**src/rtl/imm_encoder.sv**
```systemverilog
// RV32I immediate encoder: inserts a 32-bit immediate into the fields of a base
// instruction, flags unrepresentable immediates, one-stage valid/ready pipeline.
module imm_encoder #(
  parameter int CNT_W = 16
) (
  input  logic             clk,
  input  logic             rst_n,
  input  logic             in_valid,
  output logic             in_ready,
  input  logic [31:0]      in_inst,
  input  logic [31:0]      in_imm,
  input  logic [2:0]       in_imm_type,
  output logic             out_valid,
  input  logic             out_ready,
  output logic [31:0]      out_inst,
  output logic             out_err,
  output logic             err_flag,
  output logic [CNT_W-1:0] enc_cnt,
  output logic [CNT_W-1:0] err_cnt,
  input  logic             clr
);

  // Immediate type codes shared with the core's immediate-extend stage.
  localparam logic [2:0] RTYPE = 3'd0;
  localparam logic [2:0] ITYPE = 3'd1;
  localparam logic [2:0] STYPE = 3'd2;
  localparam logic [2:0] BTYPE = 3'd3;
  localparam logic [2:0] UTYPE = 3'd4;
  localparam logic [2:0] JTYPE = 3'd5;

  localparam logic [CNT_W-1:0] CNT_ONE = {{(CNT_W-1){1'b0}}, 1'b1};

  function automatic logic [31:0] encode(input logic [31:0] inst,
                                         input logic [31:0] imm,
                                         input logic [2:0]  t);
    logic [31:0] r;
    r = inst;
    case (t)
      ITYPE: r[31:20] = imm[11:0];
      STYPE: begin
        r[31:25] = imm[11:5];
        r[11:7]  = imm[4:0];
      end
      BTYPE: begin
        r[31]    = imm[12];
        r[30:25] = imm[10:5];
        r[11:8]  = imm[4:1];
        r[7]     = imm[11];
      end
      UTYPE: r[31:12] = imm[31:12];
      JTYPE: begin
        r[31]    = imm[20];
        r[30:21] = imm[10:1];
        r[20]    = imm[11];
        r[19:12] = imm[19:12];
      end
      default: r = inst;
    endcase
    return r;
  endfunction

  // Sign-range checks: value must survive truncation to the field's width.
  function automatic logic imm_err(input logic signed [31:0] imm,
                                   input logic [2:0]         t);
    logic e;
    case (t)
      RTYPE:        e = 1'b0;
      ITYPE, STYPE: e = (imm < -32'sd2048) || (imm > 32'sd2047);
      BTYPE:        e = (imm < -32'sd4096) || (imm > 32'sd4095) || imm[0];
      UTYPE:        e = (imm[11:0] != 12'd0);
      JTYPE:        e = (imm < -32'sd1048576) || (imm > 32'sd1048575) || imm[0];
      default:      e = 1'b1;
    endcase
    return e;
  endfunction

  function automatic logic [CNT_W-1:0] sat_inc(input logic [CNT_W-1:0] v);
    return (v == {CNT_W{1'b1}}) ? v : v + CNT_ONE;
  endfunction

  // Stage p0: combinational encode and range check of the offered beat.
  logic              vld_p0;
  logic [31:0]       inst_p0;
  logic              err_p0;
  logic signed [31:0] imm_p0;

  assign vld_p0  = in_valid;
  assign imm_p0  = in_imm;
  assign inst_p0 = encode(in_inst, in_imm, in_imm_type);
  assign err_p0  = imm_err(imm_p0, in_imm_type);

  // Stage p1: output register.
  logic        vld_p1;
  logic [31:0] inst_p1;
  logic        err_p1;
  logic        out_acc;

  assign in_ready  = !vld_p1 || out_ready;
  assign out_valid = vld_p1;
  assign out_inst  = inst_p1;
  assign out_err   = err_p1;
  assign out_acc   = vld_p1 && out_ready;

  always_ff @(posedge clk or negedge rst_n) begin
    if (!rst_n) begin
      vld_p1  <= 1'b0;
      inst_p1 <= 32'd0;
      err_p1  <= 1'b0;
    end else if (in_ready) begin
      vld_p1 <= vld_p0;
      if (vld_p0) begin
        inst_p1 <= inst_p0;
        err_p1  <= err_p0;
      end
    end
  end

  // Statistics, updated on accepted output beats; a clear still counts a coinciding beat.
  always_ff @(posedge clk or negedge rst_n) begin
    if (!rst_n) begin
      enc_cnt  <= '0;
      err_cnt  <= '0;
      err_flag <= 1'b0;
    end else if (clr) begin
      enc_cnt  <= out_acc ? CNT_ONE : '0;
      err_cnt  <= (out_acc && err_p1) ? CNT_ONE : '0;
      err_flag <= out_acc && err_p1;
    end else if (out_acc) begin
      enc_cnt <= sat_inc(enc_cnt);
      if (err_p1) begin
        err_cnt  <= sat_inc(err_cnt);
        err_flag <= 1'b1;
      end
    end
  end

endmodule

```
**config.mk**
```make
export PLATFORM = sky130hd
export DESIGN_NAME = imm_encoder
export DESIGN_NICKNAME = d
export VERILOG_FILES = /design/src/rtl/imm_encoder.sv
export SDC_FILE = /design/constraint.sdc
export NUM_CORES = 1
export LEC_CHECK = 0
export CAP_MARGIN = 0
export CELL_PAD_IN_SITES_DETAIL_PLACEMENT = 0
export CELL_PAD_IN_SITES_GLOBAL_PLACEMENT = 2
export CORE_UTILIZATION = 28
export DETAILED_ROUTE_END_ITERATION = 12
export PLACE_DENSITY_LB_ADDON = 0.1
export REMOVE_ABC_BUFFERS = 1
export SLEW_MARGIN = 20
export SYNTH_ARGS = -nofsm -noshare
export SYNTH_HDL_FRONTEND = slang
export SYNTH_SLANG_ARGS = --single-unit
```
**constraint.sdc**
```tcl
create_clock -name clk -period 3.7 [get_ports clk]
set_clock_uncertainty 0.05 [all_clocks]
set_input_delay 0.37 -clock clk [delete_from_list [all_inputs] [get_ports clk]]
set_output_delay 0.37 -clock clk [all_outputs]
set_load 0.005 [all_outputs]
```
**Yosys cells after proc, flatten, opt, wreduce, memory -nomap -nowiden**

Index checks and enable logic that the tools add are counted.

- Register bits: 67
- Bits of input ports: 72
- Output and inout port bits: 68
- Logic and storage cells: 59

- Add/sub/neg operators: 2
- $lt $le $gt $ge: 6
- Equality and inequality tests: 9
- Muxes and demuxes: 17
- Reductions and logical operators: 19

Operators by type and width:

| operator | number |
|---|---|
| $mux W16 | 7 |
| $add A16 B1 Y16 const B | 2 |
| $eq A16 B16 Y1 const B | 2 |
| $gt A32 B12 Y1 const B | 1 |
| $gt A32 B13 Y1 const B | 1 |
| $gt A32 B21 Y1 const B | 1 |
| $lt A32 B12 Y1 const B | 1 |
| $lt A32 B13 Y1 const B | 1 |
| $lt A32 B21 Y1 const B | 1 |
| $pmux W7 S4 | 1 |
| $pmux W5 S3 | 1 |
| $reduce_bool A12 Y1 | 1 |
| $pmux W5 S2 | 1 |
| $mux W8 | 1 |
| $eq A3 B2 Y1 const B | 2 |
| $eq A3 B3 Y1 const B | 2 |
| $logic_or A1 B1 Y1 | 6 |
| $reduce_and A2 Y1 | 3 |
| $mux W1 | 5 |
| $pmux W1 S5 | 1 |
| $ne A2 B2 Y1 const B | 2 |
| $reduce_bool A2 Y1 | 2 |
| $reduce_or A2 Y1 | 2 |
| $eq A3 B1 Y1 const B | 1 |
| other kinds (4) | 5 |

**Logic depth before layout (Yosys ltp)**

- Word-level depth: 5
- Depth in mapped cells: 7

**Least setup slack after synthesis**

No wires, ideal clock.

- Path kind: reg2reg
- Start point: register enc_cnt[3]
- End point: register enc_cnt[9]
- Setup time: 132 ps
- Data arrival time: 1416 ps
- Required time: 3518 ps
- Setup slack: 2102 ps
- Stages on the path, launching flop included: 7
- Path buffers: 1
- Period minus slack after synthesis: 1598 ps
- Path through: dfrtp_1 -> nand4_1 -> nor4_2 -> buf_4 -> nor3_1 -> xnor2_1 -> nor2_1

- Word-level cells in the longest chain between the ends: 4
- Elaborated cells on any way between the ends: 7
- Those cells by class: 1 x add/sub; 2 x eq/ne; 3 x mux; 1 x reduce/logical

RTL lines:

| element | RTL line | source |
|---|---|---|
| from (decl) | 18 | `output logic [CNT_W-1:0] enc_cnt,` |
| from (signal assigned) | 125 | `enc_cnt <= out_acc ? CNT_ONE : '0;` |
| from (signal assigned) | 129 | `enc_cnt <= sat_inc(enc_cnt);` |
| $add A16 B1 Y16 | 78 | `return (v == {CNT_W{1'b1}}) ? v : v + CNT_ONE;` |
| $mux W16 | 78 |  |
| $mux W16 | 128 | `end else if (out_acc) begin` |
| $mux W16 | 124 | `end else if (clr) begin` |

Parallel ways exist; a longest one is shown, timed or not. The select of a mux whose other input is x is not followed.
A chain may end at the register's enable or synchronous reset.

**Worst setup path in the final report**

- Start point: register enc_cnt[0]
- End point: register enc_cnt[7]

Same word-level chain as after synthesis.

==> flow_summary.yaml <==
status:
  status: "completed"
floorplan:
  fp.dieH_um: 119
  pin_count: 140
  initial_utilization_pct: 28.9
  die_area_um2: 14300
  die_x_um: 119
  std_cell_rows: 42
  core_um2: 13300
sta:
  period_needed_ps: 2250
  fin_crit_sh_pct: 60.8
  rsz0062_at_grt: "no"
  hold_viol_final: 0
  tightest_slew_ps: 1090
  fmax_mhz: 445
  setup-tns-final_ps: 0
  setup-violations-final: 0
  maxSlewHeadroom_pct: 26.4
  drv_slew: 0
pwr:
  p_comb_share_pct: 19.7
  switchingPower_mw: 0.546
  p_leak_nw: 2.32
  p_int_mw: 1.54
  ir_drop_mv: 0.212
  power_density_nw_per_um2: 367
  pwr-share-clk_pct: 40.1
  seq_power_share_pct: 40.2
  p_sw_share_pct: 26.1
setup_path:
  setup.worst_path.start: "enc_cnt[0]$_DFFE_PN0P_"
  path_depth: 6
  critPathMaxFanout: 12
  timing.rr.end: "enc_cnt[7]$_DFFE_PN0P_"
  rrSetupSlack_ps: 1450
  reg2reg_from: "enc_cnt[0]$_DFFE_PN0P_"
  path_cells: "ha_1 > nand4_1 > nor4_2 > nor3_1 > xnor2_1 > nor2_1"
  cp.buffers_inverters: 0
  arrival_ps: 2420
  worst_path_largest_cell_delay_ps: 850
  worstPathRequired_ps: 3870
  worst_path_max_delay_cell: "nor4_2"
  critical-path-top-delay-family: "simple AND/OR/NAND/NOR gates"
  reg2reg_depth: 6
  criticalPathCategory: "reg2reg"
  crit_path_end_kind: "register"
  crit_path_start_kind: "register"
  setup.worst_path.end: "enc_cnt[7]$_DFFE_PN0P_"
clock_network:
  cts_tree: "built"
  cts_root_buf: "clkbuf_16"
  htree_num_levels: 3
  post_cts_resize_count: 0
  clk_pin_slew_ps: 60
  clock_latency_ps: 340
  cts_made_buffers: 9
  post-cts-setup-buffer-count: 0
  clock-sinks: 67
  cts.hold.buffers_added: 0
  clk_path_buf_depth: 2
synth:
  ys_async_sr_fraction_pct: 100
  ys_types: 54
  synth_edf_count: 0
  syn_inst: 413
  synthTopCellsByCount: "dfrtp_1 (67), nand2_1 (55), o21ai_0 (46)"
  yosysMostFrequentCell: "dfrtp_1"
  yosysTopAreaCell: "dfrtp_1"
  synth_top_area_share_pct: 43.4
  ys_top_cells_by_area: "dfrtp_1 (43%), mux2i_1 (7.5%), o21ai_0 (6.0%), nand2_1 (5.3%), nor2_1 (3.5%)"
  ys_seq_area_share_pct: 43.4
  avgSynthCellArea_um2: 9.35
  synth_warnings: 0
  ys.flop_type: "dfrtp_1"
  ys_ff_latch: 67
  synth_area_um2: 3860
drt:
  post_drt_wl_per_cell_um: 15.9
  vias_per_cell: 4.94
  dr.pass1.iters: 4
  drc_errors: 0
  drtAntennaViolNets: 0
  drt_iter0_markers: 206
  wirelength_um: 11500
  via_count: 3594
finish:
  nets: 620
  num_antenna_cells: 0
  fin_area_um2: 5700
  drive_gt1_share_pct: 8.17
  utilization_pct: 42.7
  area_growth_pct: 47.5
global_routing:
  grt-ovfl-total: 0
  antenna_found_initial: 0
  grt_usage_pct: 16.9
  grt_max_degree: 68
  grt_pass1_wl_um: 18800
  grt_pass1_vias: 3650
worst_hold_path:
  hp-class: "in2async"
placement:
  gp_congestion: 0.824
  port_buffers: 139
  hpwlAfterDp_um: 8680
  postPlaceCellArea_um2: 5410
run:
  maxCapViolCount: 0
per-stage QoR:
stage,setup WS [ps],power (mW),hold WS (ps),std cells
2_1_floorplan,1790,0.971,24.4,390
3_3_place_gp,1250,1.27,414,711
3_5_place_dp,1220,1.27,421,711
4_1_cts,1510,2.12,154,727
5_1_grt,1320,2.19,199,727
6_report,1450,2.09,93.4,727
cells by family after synthesis:
group                      count (synthesis)  synth area share [%]
and+or+nand+nor                          175                  24.6
AOI/OAI and AO/OA                         82                  13.1
DFF                                       67                  43.4
muxes                                     37                  9.85
buffers and inverters                     27                  3.21
xor gates and xnor gates                  23                  5.22
adders and majority gates                  2                 0.648
registers in the layout, indices dropped and copies added, names as in the netlist:
| name | count |
|---|---|
| enc_cnt | 16 |
| err_flag | 1 |
| out_valid | 1 |
| out_inst | 32 |
| out_err | 1 |
| err_cnt | 16 |
layout by cell type (no fill, tap or decap), types with 2 or more instances in the layout:
cell and instances:
a21oi_1 8, nand3b_1 2, nor2_1 36, mux2i_1 29
a22oi_1 4, o211ai_1 4, nand2b_1 5, o221ai_1 2
nand3_2 2, dfrtp_1 67, nand3_1 9, clkbuf_8 3
xnor2_1 10, nor4_2 2, or4_1 3, inv_1 4
a221oi_1 4, nor4_1 5, nand4_1 15, o21ai_0 46
o2111ai_1 4, and3_1 4, clkinv_2 3, or3_1 4
nor3_1 12, xor2_1 13, buf_4 7, ha_1 2
and2_1 3, nor2b_1 3, clkbuf_16 9, and4_1 5
nand2_1 55, clkdlybuf4s50_1 138, mux2_2 8
layout make-up:
type | count | area, µm²
Clock buffer | 12 | 267
Sequential cell | 67 | 1680
Fill cell | 1346 | 7650
Multi-Input combinational cell | 319 | 2060
Tap cell | 176 | 220
Timing Repair Buffer | 145 | 1430
Inverter | 4 | 15.0
Clock inverter | 4 | 23.8
worst reg2reg max path, delay by kind of cell, from the launching register on:
family | cells | cell delay (ps)
AND/OR/NAND/NOR | 4 | 1200
flip-flops | 1 | 450
adder cells (fa/ha/maj) | 1 | 250
XOR/XNOR | 1 | 190
worst min path at each step:
stage / endpoint / slack, ps / depth (start not counted)
2_1_floorplan: enc_cnt[0]$_DFFE_PN0P_ / 20 / 0
3_3_place_gp: out_inst[8]$_DFFE_PN0P_ / 410 / 2
3_5_place_dp: out_inst[21]$_DFFE_PN0P_ / 420 / 2
4_1_cts: err_cnt[14]$_DFFE_PN0P_ / 150 / 1
5_1_grt: err_cnt[14]$_DFFE_PN0P_ / 200 / 1
6_report: err_cnt[14]$_DFFE_PN0P_ / 90 / 1
metal layers:
layer	GRT usage (%)	vias to the layer above	share of wire, %
li1	-	1775	-
met1	21.4	1703	46
met2	27.8	102	48
met3	3.54	14	5.0
met4	6.88	0	1.8
met5	0	-	0
power groups by stage:
| stage | registers (mW) | logic, mW | clock network [mW] |
|---|---|---|---|
| 3_5_place_dp | 0.853 | 0.420 | 0 |
| 6_report | 0.840 | 0.412 | 0.838 |
| 5_1_grt | 0.850 | 0.452 | 0.887 |
| 3_3_place_gp | 0.851 | 0.416 | 0 |
| 2_1_floorplan | 0.851 | 0.120 | 0 |
| 4_1_cts | 0.841 | 0.421 | 0.861 |
Power figures use the tool's default switching activity.
